`src/rtl/morse_lookup_ctrl.sv`:
```
`default_nettype none
// ============================================================================
// Module      : morse_lookup_ctrl
// Description : Sequencer between the Morse symbol classifier and a 256x8
//               synchronous Morse-to-ASCII lookup ROM. Dot/dash pulses are
//               packed into a code. On a letter or word boundary the code
//               becomes the ROM address. The looked-up byte, plus a trailing
//               space after each word, is then offered to the consumer over
//               a valid/ready handshake.
// Ports       : clk          - system clock, rising edge
//               reset_n      - synchronous active-low reset
//               dot_in       - one-cycle pulse, dot symbol
//               dash_in      - one-cycle pulse, dash symbol
//               letter_end   - one-cycle pulse, inter-letter gap
//               word_end     - one-cycle pulse, inter-word gap (implies letter end)
//               rom_addr     - registered ROM address {len[2:0], pat[4:0]}
//               rom_data     - ROM read data, one cycle after rom_addr sampled
//               ascii        - character to consumer
//               ascii_valid  - ascii holds a character
//               ascii_ready  - consumer accepts when valid & ready
//               sym_overflow - pulse: symbol received with a full letter
//               char_dropped - pulse: boundary arrived outside COLLECT
// Revision    : 1.0 - initial release
// ============================================================================
module morse_lookup_ctrl #(
  parameter int         MAX_SYMS = 5,
  parameter logic [7:0] ERR_CHAR = 8'h3F
) (
  input  logic       clk,
  input  logic       reset_n,
  input  logic       dot_in,
  input  logic       dash_in,
  input  logic       letter_end,
  input  logic       word_end,
  output logic [7:0] rom_addr,
  input  logic [7:0] rom_data,
  output logic [7:0] ascii,
  output logic       ascii_valid,
  input  logic       ascii_ready,
  output logic       sym_overflow,
  output logic       char_dropped
);

  localparam logic [2:0] c_MAX_LEN = 3'(MAX_SYMS);
  localparam logic [7:0] c_SPACE   = 8'h20;

  typedef enum logic [2:0] {
    S_COLLECT = 3'd0,
    S_READ    = 3'd1,
    S_WAIT    = 3'd2,
    S_HOLD    = 3'd3,
    S_SPACE   = 3'd4
  } state_t;

  state_t     r_state;
  logic [2:0] r_len;
  logic [4:0] r_pat;
  logic       r_err;
  logic       r_err_q;
  logic       r_space_pend;
  logic [7:0] r_rom_addr;
  logic [7:0] r_ascii;
  logic       r_ascii_valid;
  logic       r_sym_overflow;
  logic       r_char_dropped;

  logic       w_sym_valid;
  logic       w_boundary;
  logic [2:0] w_len_nxt;
  logic [4:0] w_pat_nxt;
  logic       w_err_nxt;
  logic       w_ovf;

  // Simultaneous dot and dash is ambiguous and is dropped.
  assign w_sym_valid = dot_in ^ dash_in;
  assign w_boundary  = letter_end | word_end;

  // Accumulator with this cycle's symbol folded in, so a symbol arriving with
  // a boundary still belongs to the letter being closed.
  always_comb begin
    w_len_nxt = r_len;
    w_pat_nxt = r_pat;
    w_err_nxt = r_err;
    w_ovf     = 1'b0;
    if (w_sym_valid) begin
      if (r_len == c_MAX_LEN) begin
        w_err_nxt = 1'b1;
        w_ovf     = 1'b1;
      end else begin
        w_len_nxt = r_len + 3'd1;
        w_pat_nxt = {r_pat[3:0], dash_in};
      end
    end
  end

  always_ff @(posedge clk) begin
    if (!reset_n) begin
      r_state        <= S_COLLECT;
      r_len          <= 3'd0;
      r_pat          <= 5'd0;
      r_err          <= 1'b0;
      r_err_q        <= 1'b0;
      r_space_pend   <= 1'b0;
      r_rom_addr     <= 8'd0;
      r_ascii        <= 8'd0;
      r_ascii_valid  <= 1'b0;
      r_sym_overflow <= 1'b0;
      r_char_dropped <= 1'b0;
    end else begin
      r_len          <= w_len_nxt;
      r_pat          <= w_pat_nxt;
      r_err          <= w_err_nxt;
      r_sym_overflow <= w_ovf;
      r_char_dropped <= 1'b0;

      case (r_state)
        S_COLLECT: begin
          if (w_boundary) begin
            if (w_len_nxt != 3'd0) begin
              r_rom_addr   <= {w_len_nxt, w_pat_nxt};
              r_err_q      <= w_err_nxt;
              r_space_pend <= word_end;
              r_len        <= 3'd0;
              r_pat        <= 5'd0;
              r_err        <= 1'b0;
              r_state      <= S_READ;
            end else if (word_end) begin
              r_state <= S_SPACE;
            end
          end
        end
        // ROM samples rom_addr on this edge; its data is valid in WAIT.
        S_READ: r_state <= S_WAIT;
        S_WAIT: begin
          r_ascii       <= r_err_q ? ERR_CHAR : rom_data;
          r_ascii_valid <= 1'b1;
          r_state       <= S_HOLD;
        end
        S_HOLD: begin
          if (r_ascii_valid && ascii_ready) begin
            r_ascii_valid <= 1'b0;
            r_state       <= r_space_pend ? S_SPACE : S_COLLECT;
          end
        end
        S_SPACE: begin
          r_ascii       <= c_SPACE;
          r_ascii_valid <= 1'b1;
          r_space_pend  <= 1'b0;
          r_state       <= S_HOLD;
        end
        default: r_state <= S_COLLECT;
      endcase

      // A boundary while busy throws away the letter collected so far.
      if ((r_state != S_COLLECT) && w_boundary) begin
        r_char_dropped <= 1'b1;
        r_len          <= 3'd0;
        r_pat          <= 5'd0;
        r_err          <= 1'b0;
      end
    end
  end

  assign rom_addr     = r_rom_addr;
  assign ascii        = r_ascii;
  assign ascii_valid  = r_ascii_valid;
  assign sym_overflow = r_sym_overflow;
  assign char_dropped = r_char_dropped;

endmodule
`default_nettype wire

```
`config.mk`:
```
export PLATFORM = sky130hd
export DESIGN_NAME = morse_lookup_ctrl
export DESIGN_NICKNAME = d
export VERILOG_FILES = /design/src/rtl/morse_lookup_ctrl.sv
export SDC_FILE = /design/constraint.sdc
export NUM_CORES = 1
export LEC_CHECK = 0
export ABC_AREA = 0
export CELL_PAD_IN_SITES_DETAIL_PLACEMENT = 1
export CELL_PAD_IN_SITES_GLOBAL_PLACEMENT = 1
export CORE_UTILIZATION = 39
export DETAILED_ROUTE_END_ITERATION = 10
export PLACE_DENSITY_LB_ADDON = 0.05
export SYNTH_ARGS = -nofsm -noshare
export SYNTH_HDL_FRONTEND = slang
export SYNTH_SLANG_ARGS = --single-unit
export TNS_END_PERCENT = 1
```
`constraint.sdc`:
```
create_clock -name clk -period 2.72 [get_ports clk]
set_input_delay 0.544 -clock clk [delete_from_list [all_inputs] [get_ports clk]]
set_output_delay 0.544 -clock clk [all_outputs]
set_load 0.02 [all_outputs]
```
==> out/qor.csv, run 1 <==
metric;value;unit
Power per Cell Area;656;nW/um^2
Worst EP arrival;2.35;ns
Final nets;213;
Reg clk slew, reported paths;0.07;ns
largest net degree at the start of global routing;18;
R2R Setup Slk;0.86;ns
Clock Tree Root;clkbuf_8;
Critical Path RT;2.93;ns
worst hold path type;reg -> reg;
register bit total from synthesis;33;
grt ovf;0;
HPWL after DPL;2.75;mm
Die ar.;4040;um^2
initial antenna violation count;0;
cts hold-fix bufs;0;
CTS H-tree lvls;2;
GRT Overall Usage;21.4;%
number of post-CTS setup repair buffers;0;
Synth top area share;44.7;%
ys async rst share;0;%
ant diodes;0;
RSZ-0062 raised after global routing;false;
Worst setup EP type;register;
CP Max Fanout;9;
Worst Setup SP;dash_in;
Synth Flop Type;dfxtp_1;
Vias/cell;5.36;
syn_nets;180;
hold path depth;2;
final wirelength;3.83;mm
Post-synth EDFFs;0;
core area;3470;um^2
sequential fraction of the synthesis area;44.7;%
hold endpoint;rom_addr[2];
Final Cell Area;1930;um^2
Setup crit start kind;primary input;
vias in the first global route;1422;
final setup vio count;0;
I/O pins;34;
share of layout cells above drive strength 1;11.2;%
standard-cell rows;21;
CTS tree;yes;
fin crit period;2.14;ns
cell taking the most area after synthesis;dfxtp_1;
via count;1296;
Pleak;0.702;nW
Placer Congestion;0.772;
dpl cell area;1840;um^2
area delta synth->final;30.3;%
final slew viol count;0;
final hold vios;0;
crit path kind;in -> reg;
min-delay src;rom_addr[2];
max_slew headroom;62.8;%
worst reg2reg endpoint;rom_addr[0];
synthesized cell area;1480;um^2
fmax;467;MHz
port bufs;33;
post_cts resized;0;
Max Clock Skew;0.00641;ns
DRT iter0 DRCs;71;
first-pass GRT wire length;6.64;mm
top post-synthesis cells by area;dfxtp_1 (45%), a21oi_1 (5.8%), nor3_1 (4.4%);
Final Core Density;55.5;%
actual slew at the worst max-slew pin;0.557;ns
starting density of the core;42.6;%
max cap viols;0;
TritonRoute pass-1 iters;4;
R2R depth;6;
Syn Inst Count;163;
clk_lat worst skew;0.28;ns
Synth cell types;41;
total CTS buffers;5;
die extent in x;63.6;um
status;finished clean;
RR Startpoint;r_len[0];
Synth warnings;0;
final period utilization;78.6;%
Setup TNS Final;0;ns
antenna-violating nets left;0;
clk buf depth;2;
Max VDD drop;0.284;mV
number of clock sinks;33;
drc violations;0;
Avg Inst Size Synth;9.07;um^2
Die Ht;63.6;um
Routed WL per cell;15.8;um
==> state kept, by name (all words and copies together), names as in the netlist <==
signal and flops:
r_space_pend 1, r_len 3, r_pat 5, r_state 3, ascii 8, r_err 1, char_dropped 1, rom_addr 8
sym_overflow 1, r_err_q 1, ascii_valid 1
==> cell type report <==
| class | count | area, um^2 |
|---|---|---|
| Sequential cell | 33 | 661 |
| Fill cell | 408 | 1540 |
| Clock buffer | 7 | 86.3 |
| Timing Repair Buffer | 34 | 338 |
| Tap cell | 46 | 57.6 |
| Multi-Input combinational cell | 118 | 768 |
| Inverter | 4 | 15.0 |
==> worst max-delay path by stage <==
stage	slack [ns]	cells after the start	end
final	0.58	6	rom_addr[0]
after global routing	0.45	6	rom_addr[0]
after CTS	0.57	6	rom_addr[0]
after detailed placement	0.27	6	rom_addr[0]
after global placement	0.38	6	rom_addr[2]
after floorplan	1.02	5	rom_addr[3]
==> Yosys cell counts (2+ instances only) <==
master and count:
dfxtp_1 33, a21oi_1 17, nand2_1 17, nor3_1 13
nor2_1 11, mux2i_1 6, nand3_1 5, nor2b_1 5
o21ai_0 5, clkbuf_1 4, inv_1 4, mux2_2 4
nand2b_1 4, buf_2 3, a31oi_1 2, and3_2 2
ha_1 2, nand3b_1 2, or3_1 2
==> power breakdown <==
| group | switching [mW] | internal, mW |
|---|---|---|
| combinational | 0.183 | 0.147 |
| sequential | 0.0391 | 0.523 |
| clock | 0.171 | 0.201 |
| total | 0.393 | 0.871 |
==> layer usage <==
metal	track usage, %	wire, um	vias to the layer above
met1	24.6	1710	621
met3	6.52	164	8
met2	37.0	1870	27
met5	0	0	-
met4	7.67	76	0
li1	-	-	640
==> cells by family (layout without fill, tap and decap cells) <==
logic type / after synthesis / after routing / synth area share [%]
fa+ha+maj: 2 / 2 / 1.69
simple gates: 66 / 66 / 23.6
xor+xnor: 2 / 2 / 1.69
flops: 33 / 33 / 44.7
compound gates: 38 / 38 / 17.9
buf+inv: 12 / 45 / 3.30
mux: 10 / 10 / 7.11
==> cell usage in the layout (no fill, tap or decap), types with 4 or more instances in the layout <==
cell type | Yosys | routed
dfxtp_1 | 33 | 33
clkdlybuf4s50_1 | 0 | 33
nand2_1 | 17 | 17
a21oi_1 | 17 | 17
nor3_1 | 13 | 13
nor2_1 | 11 | 11
mux2i_1 | 6 | 6
clkbuf_8 | 0 | 6
nor2b_1 | 5 | 5
o21ai_0 | 5 | 5
nand3_1 | 5 | 5
inv_1 | 4 | 4
nand2b_1 | 4 | 4
mux2_2 | 4 | 4
==> through the flow <==
step | hold slack, ns | total power [mW] | worst slack, ns | std cells
detailed placement | 0.450 | 0.902 | 0.272 | 235
global route | 0.510 | 1.33 | 0.449 | 242
global placement | 0.443 | 0.887 | 0.379 | 235
finish | 0.460 | 1.26 | 0.581 | 242
floorplan | 0.461 | 0.779 | 1.02 | 163
CTS | 0.463 | 1.27 | 0.566 | 242
==> worst max-delay path, stage by stage <==
cell	delay, ns
clkdlybuf4s50_1	0.55
xor2_2	0.36
a21oi_2	0.14
o22a_4	0.31
nor2_8	0.21
mux2i_1	0.23
Power figures use the tool's default switching activity.
==> run 2, diff against run 1 <==
CORE_UTILIZATION = 36   (was 39)
clock period = 2.17 ns   (was 2.72 ns; I/O delays follow)
==> out/qor.csv, run 2 (synthesis gave the netlist of run 1 again) <==
metric;value;unit;change
Max Clock Skew;0.00564;ns;-0.000765 ns
core area;3800;um^2;+9.5%
Die Ht;66.1;um;+3.9%
Max VDD drop;0.355;mV;+25%
GRT Overall Usage;19.8;%;-1.6 points
Die ar.;4360;um^2;+8.1%
max_slew headroom;62.9;%;about the same
Clock Tree Root;clkbuf_8;;
grt ovf;0;;unchanged
Placer Congestion;0.749;;-2.9%
starting density of the core;38.9;%;-3.7 points
met3 routed WL;179;um;+9.1%
final setup vio count;0;;unchanged
max cap viols;0;;unchanged
Final Core Density;51.4;%;-4.2 points
CTS tree;yes;;
Final Cell Area;1950;um^2;+1.3%
Met2 Wirelength;1.81;mm;-3.5%
total CTS buffers;5;;unchanged
final period utilization;92.1;%;
die extent in x;66.1;um;+3.9%
share of layout cells above drive strength 1;12.6;%;+1.3 points
Reg clk slew, reported paths;0.07;ns;about the same
CTS H-tree lvls;2;;unchanged
number of clock sinks;33;;unchanged
Vias/cell;5.31;;-0.89%
fin crit period;2.00;ns;
Power per Cell Area;816;nW/um^2;+24%
Setup crit start kind;primary input;;
placed insts;240;;+2.1%
vias in the first global route;1352;;-4.9%
port bufs;33;;unchanged
number of post-CTS setup repair buffers;0;;unchanged
final std cells w/o fill;247;;+2.1%
dpl cell area;1860;um^2;+1.4%
dpl ws;-0.140;ns;-0.411 ns
crit path kind;in -> reg;;
final worst slack;0.171;ns;-0.410 ns
I/O pins;34;;unchanged
first-pass GRT wire length;6.32;mm;-4.8%
final hold vios;0;;unchanged
M1 WL;1.74;mm;+1.7%
fmax;500;MHz;
largest net degree at the start of global routing;18;;unchanged
Setup TNS Final;0;ns;unchanged
total power;1.59;mW;+26%
TritonRoute pass-1 iters;4;;unchanged
Final nets;216;;+1.4%
antenna-violating nets left;0;;unchanged
Worst setup EP type;register;;
RSZ-0062 raised after global routing;false;;
HPWL after DPL;2.73;mm;-0.76%
clk_lat worst skew;0.29;ns;about the same
final slew viol count;0;;unchanged
initial antenna violation count;0;;unchanged
commonest cells after routing, fill and taps aside;dfxtp_1 (33), clkdlybuf4s50_1 (33), nand2_1 (17), a21oi_1 (17), nor3_1 (13);;
highest metal used;met4;;
drc violations;0;;unchanged
DRT iter0 DRCs;63;;-11%
area delta synth->final;32.0;%;
clk buf depth;2;;unchanged
actual slew at the worst max-slew pin;0.556;ns;-0.000767 ns
Critical Path RT;2.38;ns;-0.55 ns
worst hold path type;reg -> reg;;
Pleak;0.716;nW;+2.0%
via count;1311;;+1.2%
Routed WL per cell;15.4;um;-2.9%
status;finished clean;;
final wirelength;3.80;mm;-0.86%
Filler cells;443;;+8.6%
cts hold-fix bufs;0;;unchanged
standard-cell rows;22;;+4.8%
post_cts resized;0;;unchanged
Worst EP arrival;2.21;ns;-0.14 ns
ant diodes;0;;unchanged
CP Max Fanout;8;;-1
hold slack;0.469;ns;+0.00929 ns
run 2: cell type report:
type | instances | area [um^2] | area share (%)
sequential | 33 | 661 | 33.9
tap | 48 | 60.1 | 3.08
clock buffer | 7 | 86.3 | 4.43
multi-input combinational | 118 | 768 | 39.4
timing repair buffer | 37 | 360 | 18.5
inverter | 4 | 15.0 | 0.770
run 2: worst paths after layout:
path / start / endpoint / slack [ns] / cells past startpoint
min: rom_addr[1] / rom_addr[1] / 0.47 / 2
min reg2reg: rom_addr[1] / rom_addr[1] / 0.47 / 2
max: dash_in / rom_addr[4] / 0.17 / 6
max reg2reg: r_len[0] / rom_addr[4] / 0.31 / 6
run 2: power breakdown:
group / total [mW] / internal [mW] / switching (mW)
combinational: 0.418 / 0.192 / 0.226
sequential: 0.704 / 0.656 / 0.0482
clock: 0.470 / 0.251 / 0.219
run 2: worst max-delay path: stages:
cell             delay, ns
clkdlybuf4s50_1       0.55
xor2_2                0.34
a21oi_2               0.14
o22a_4                0.31
nor2_8                0.21
mux2i_1               0.23
run 2: metal layers:
layer | GRT usage, % | up-vias
met2 | 31.9 | 30
met4 | 10.4 | 0
li1 | - | 645
met5 | 0 | -
met3 | 5.69 | 6
met1 | 23.8 | 630
==> run 3, diff against run 2 <==
CTS_CLUSTER_SIZE = 28   (was unset)
==> results of run 3 <==
Final layout, timing and power as in run 2 (identical DEF).
==> RTL edit 1 (flow settings as in run 3) <==
The output `sym_overflow` loses its register stage (`r_sym_overflow` becomes a continuous assignment).
--- a/src/rtl/morse_lookup_ctrl.sv
+++ b/src/rtl/morse_lookup_ctrl.sv
@@ -106,3 +106,2 @@
       r_ascii_valid  <= 1'b0;
-      r_sym_overflow <= 1'b0;
       r_char_dropped <= 1'b0;
@@ -112,3 +111,2 @@
       r_err          <= w_err_nxt;
-      r_sym_overflow <= w_ovf;
       r_char_dropped <= 1'b0;
@@ -163,2 +161,4 @@
 
+  assign r_sym_overflow = w_ovf;
+
   assign rom_addr     = r_rom_addr;
Behaviour: not the same (Yosys sat finds a counterexample within 10 cycles, from zero or initial values and one cycle with reset_n low).
==> RTL edit 1 against run 3 <==
  * Hold slack lost 0.0085 ns
  * Fmax shrank 2.2%
  * Setup slack lost 0.044 ns
  * Count of clock-buffer cells in the layout shrank 2
  * Sequential cell count shrank 1
  * Wire length shrank 5.1%
  * Total power grew 4.5%
  * Combinational power shrank 1%
  * Area after synthesis shrank 0.85%
  * Final area grew 0.71%
  * Die area shrank 0.82%
  * Largest power group unchanged
  * Highest routed layer unchanged
==> RTL edit 1: results (changes against run 3) <==
<table>
<tr><th>Metric</th><th>Value</th></tr>
<tr><th colspan="2">Run status</th></tr>
<tr><td>Outcome</td><td>finished clean</td></tr>
<tr><th colspan="2">Pwr</th></tr>
<tr><td>Leakage Power</td><td>0.737 nW (+2.9%)</td></tr>
<tr><th colspan="2">Min path</th></tr>
<tr><td>Endpoint of the worst hold-timing path</td><td>rom_addr[2]$_SDFFE_PN0P_</td></tr>
<tr><th colspan="2">STA</th></tr>
<tr><td>Smallest setup slack after layout</td><td>0.127 ns (-0.0442 ns)</td></tr>
<tr><td>Slew @ Worst Pin</td><td>0.564 ns (+0.00875 ns)</td></tr>
<tr><td>Skew final</td><td>0.00507 ns (-0.000568 ns)</td></tr>
<tr><th colspan="2">Setup path</th></tr>
<tr><td>Crit path from</td><td>r_len[1]$_SDFF_PP0_</td></tr>
<tr><td>Max stage delay on crit path</td><td>0.38 ns (-0.17 ns)</td></tr>
<tr><td>Maximum fanout along the worst path</td><td>3 (-5)</td></tr>
<tr><td>Delay-heaviest family, CP</td><td>flip-flops</td></tr>
<tr><td>Reg2Reg Setup Slack</td><td>0.29 ns (-0.02 ns)</td></tr>
<tr><td>Critical Path AT</td><td>1.61 ns (-0.60 ns)</td></tr>
<tr><th colspan="2">GRT</th></tr>
<tr><td>Routing usage on met2</td><td>31.6% (-0.26 points)</td></tr>
<tr><td>Overall routing resource usage</td><td>18.8% (-1.1 points)</td></tr>
<tr><td>First-pass GRT wire length</td><td>6210 microns (-1.7%)</td></tr>
<tr><td>Via count of the first global-routing pass</td><td>1327 (-1.8%)</td></tr>
<tr><th colspan="2">Routing</th></tr>
<tr><td>Vias per std cell</td><td>5.25 (-1.1%)</td></tr>
<tr><td>Met3 WL</td><td>133 microns (-26%)</td></tr>
<tr><td>Met2 wire length</td><td>1730 microns (-4.6%)</td></tr>
<tr><th colspan="2">Finish</th></tr>
<tr><td>Buffers excl. clock</td><td>39 (+5.4%)</td></tr>
<tr><td>Sequential cell area</td><td>641 sq um (-3.0%)</td></tr>
<tr><td>CLK BUF</td><td>5 (-2)</td></tr>
<tr><td>Filler Cells Inserted</td><td>426 (-3.8%)</td></tr>
<tr><td>Combined area of the multi-input logic cells</td><td>763 sq um (-0.65%)</td></tr>
<tr><td>Signal buf overhead</td><td>19.0% (+0.57 points)</td></tr>
<tr><td>Total Nets Final</td><td>215 (-0.46%)</td></tr>
<tr><th colspan="2">Floorplan</th></tr>
<tr><td>Area of the die</td><td>0.00433 sq mm (-0.82%)</td></tr>
<tr><th colspan="2">Place</th></tr>
<tr><td>Dpl ws</td><td>-0.142 ns (-0.00214 ns)</td></tr>
<tr><td>Final weighted congestion in routability-driven placement</td><td>0.804 (+7.3%)</td></tr>
<tr><td>Placed inst area</td><td>0.00185 sq mm (-0.54%)</td></tr>
<tr><th colspan="2">Yosys</th></tr>
<tr><td>Synthesized Nets</td><td>176 (-2.2%)</td></tr>
<tr><td>Sequential area share after synthesis</td><td>43.7% (-0.98 points)</td></tr>
<tr><th colspan="2">Clocking</th></tr>
<tr><td>Post-CTS resize count</td><td>1 (+1)</td></tr>
</table>
==> RTL edit 1: cell types whose count changed in the layout (fill, tap and decap cells not counted), sizes merged, moves of 3 or more <==
cell   delta
nor2      +3
a21oi     -4
o31ai     +5
nand2     +6
nor3     -10
==> RTL edit 1: through the flow <==
| step | std cells | total power [mW] | hold WS, ns |
|---|---|---|---|
| after global routing | 247 | 1.75 | 0.491 |
| final | 247 | 1.66 | 0.461 |
| after CTS | 247 | 1.68 | 0.469 |
| after floorplan | 159 | 0.952 | 0.461 |
| after global placement | 239 | 1.10 | 0.443 |
| after detailed placement | 239 | 1.11 | 0.458 |
==> RTL edit 1: cells by family after synthesis <==
family,Yosys count,share of synthesized area (%)
compound gates,42,20.7
xor+xnor,2,1.71
simple gates,60,20.8
fa+ha+maj,2,1.71
buf+inv,11,4.18
flops,32,43.7
mux,10,7.17
==> RTL edit 1: power breakdown <==
group          switching, mW  internal [mW]
clock network          0.229          0.340
registers             0.0456          0.637
logic                  0.224          0.189
total                  0.498           1.17
==> RTL edit 2 (flow settings as in run 3) <==
Made on the original files. `ERR_CHAR`: 8'h3F -> 8'h20.
--- a/src/rtl/morse_lookup_ctrl.sv
+++ b/src/rtl/morse_lookup_ctrl.sv
@@ -26,3 +26,3 @@
   parameter int         MAX_SYMS = 5,
-  parameter logic [7:0] ERR_CHAR = 8'h3F
+  parameter logic [7:0] ERR_CHAR = 8'h20
 ) (
Function: same outputs for any inputs over 4 cycles, from zero or initial values and one cycle with reset_n low; that may be too few to reach the edited logic, so the function may still have changed.
==> RTL edit 2 against run 3 <==
  * Area after synthesis fell by 2.8%
  * Sequential cell count did not move
  * Final area decreased by 1.1%
  * Setup slack better by 0.019 ns
  * Sequential power decreased by 1%
  * Combinational power decreased by 11%
  * Non-clock buffer count grew 2
  * Total power down 4.5%
  * Wire length decreased by 12%
  * Core utilization rose by 0.19 points
  * Fmax increased by 0.97%
==> RTL edit 2: results (changes against run 3) <==
<table>
<tr><th>Metric</th><th>Value</th></tr>
<tr><th colspan="2">Run status</th></tr>
<tr><td>Outcome</td><td>finished clean</td></tr>
<tr><th colspan="2">Finish</th></tr>
<tr><td>Non-Filler Instances</td><td>240 (-2.8%)</td></tr>
<tr><td>Share of cell area taken by flip-flops and latches</td><td>34.2% (+0.37 points)</td></tr>
<tr><td>Signal buf overhead</td><td>19.5% (+0.98 points)</td></tr>
<tr><td>Total Nets Final</td><td>208 (-3.7%)</td></tr>
<tr><td>Core utilization of the finished layout</td><td>51.5% (+0.19 points)</td></tr>
<tr><td>Portion of the layout cell area used by clock cells</td><td>4.47% (+0.049 points)</td></tr>
<tr><td>Filler Cells Inserted</td><td>439 (-0.90%)</td></tr>
<tr><th colspan="2">Place</th></tr>
<tr><td>Dpl ws</td><td>-0.0902 ns (+0.0494 ns)</td></tr>
<tr><td>Placed cell count</td><td>232 (-3.3%)</td></tr>
<tr><td>Final weighted congestion in routability-driven placement</td><td>0.737 (-1.6%)</td></tr>
<tr><td>Placed wire-length estimate</td><td>2450 microns (-10%)</td></tr>
<tr><td>Placed inst area</td><td>0.00184 sq mm (-1.1%)</td></tr>
<tr><th colspan="2">Yosys</th></tr>
<tr><td>Post-synth top cells</td><td>33 x dfxtp_1, 18 x nor2_1, 17 x nand2_1</td></tr>
<tr><td>Netlist cell types</td><td>39 (-4.9%)</td></tr>
<tr><td>Synthesized Nets</td><td>169 (-6.1%)</td></tr>
<tr><th colspan="2">Routing</th></tr>
<tr><td>Met2 wire length</td><td>1530 microns (-15%)</td></tr>
<tr><td>Post-route met1 wirelength</td><td>1630 microns (-6.3%)</td></tr>
<tr><td>Met3 WL</td><td>150 microns (-16%)</td></tr>
<tr><td>Wirelength, routed</td><td>3350 microns (-12%)</td></tr>
<tr><th colspan="2">Pwr</th></tr>
<tr><td>Clock-net power</td><td>0.454 mW (-3%)</td></tr>
<tr><td>Seq group</td><td>0.696 mW (-1%)</td></tr>
<tr><td>Leakage Power</td><td>0.730 nW (+2.1%)</td></tr>
<tr><td>Sw Share</td><td>31.1% (+0.13 points)</td></tr>
<tr><th colspan="2">GRT</th></tr>
<tr><td>Grt met1 use</td><td>22.5% (-1.3 points)</td></tr>
<tr><td>Via count of the first global-routing pass</td><td>1253 (-7.3%)</td></tr>
<tr><th colspan="2">Setup path</th></tr>
<tr><td>Crit path from</td><td>dot_in</td></tr>
<tr><th colspan="2">STA</th></tr>
<tr><td>Skew final</td><td>0.00289 ns (-0.00275 ns)</td></tr>
</table>
RTL edit 2: cell count changes in the layout (fill, tap and decap cells not counted), moves of 3 or more:
cell,change
a21oi_1,-11
nor3_1,-10
nor2_1,+7
a22oi_1,+6
nand3_1,-5
nor2b_1,-3
RTL edit 2: path summary, 6_finish.rpt:
kind                                   end  slack, ns
hold reg to reg   rom_addr[0]$_SDFFE_PN0P_       0.46
hold / removal    rom_addr[0]$_SDFFE_PN0P_       0.46
setup reg to reg   r_state[0]$_SDFFE_PN0P_       0.32
setup / recovery   r_state[0]$_SDFFE_PN0P_       0.19
RTL edit 2: logic make-up (layout without fill, tap and decap cells):
group	after synthesis	after routing	synth area share [%]
and+or+nand+nor	55	55	19.7
AOI/OAI and AO/OA	35	35	18.3
DFF	33	33	46.0
buffers and inverters	13	53	3.57
muxes	11	11	8.36
xor gates and xnor gates	3	3	2.35
adders and majority gates	2	2	1.74
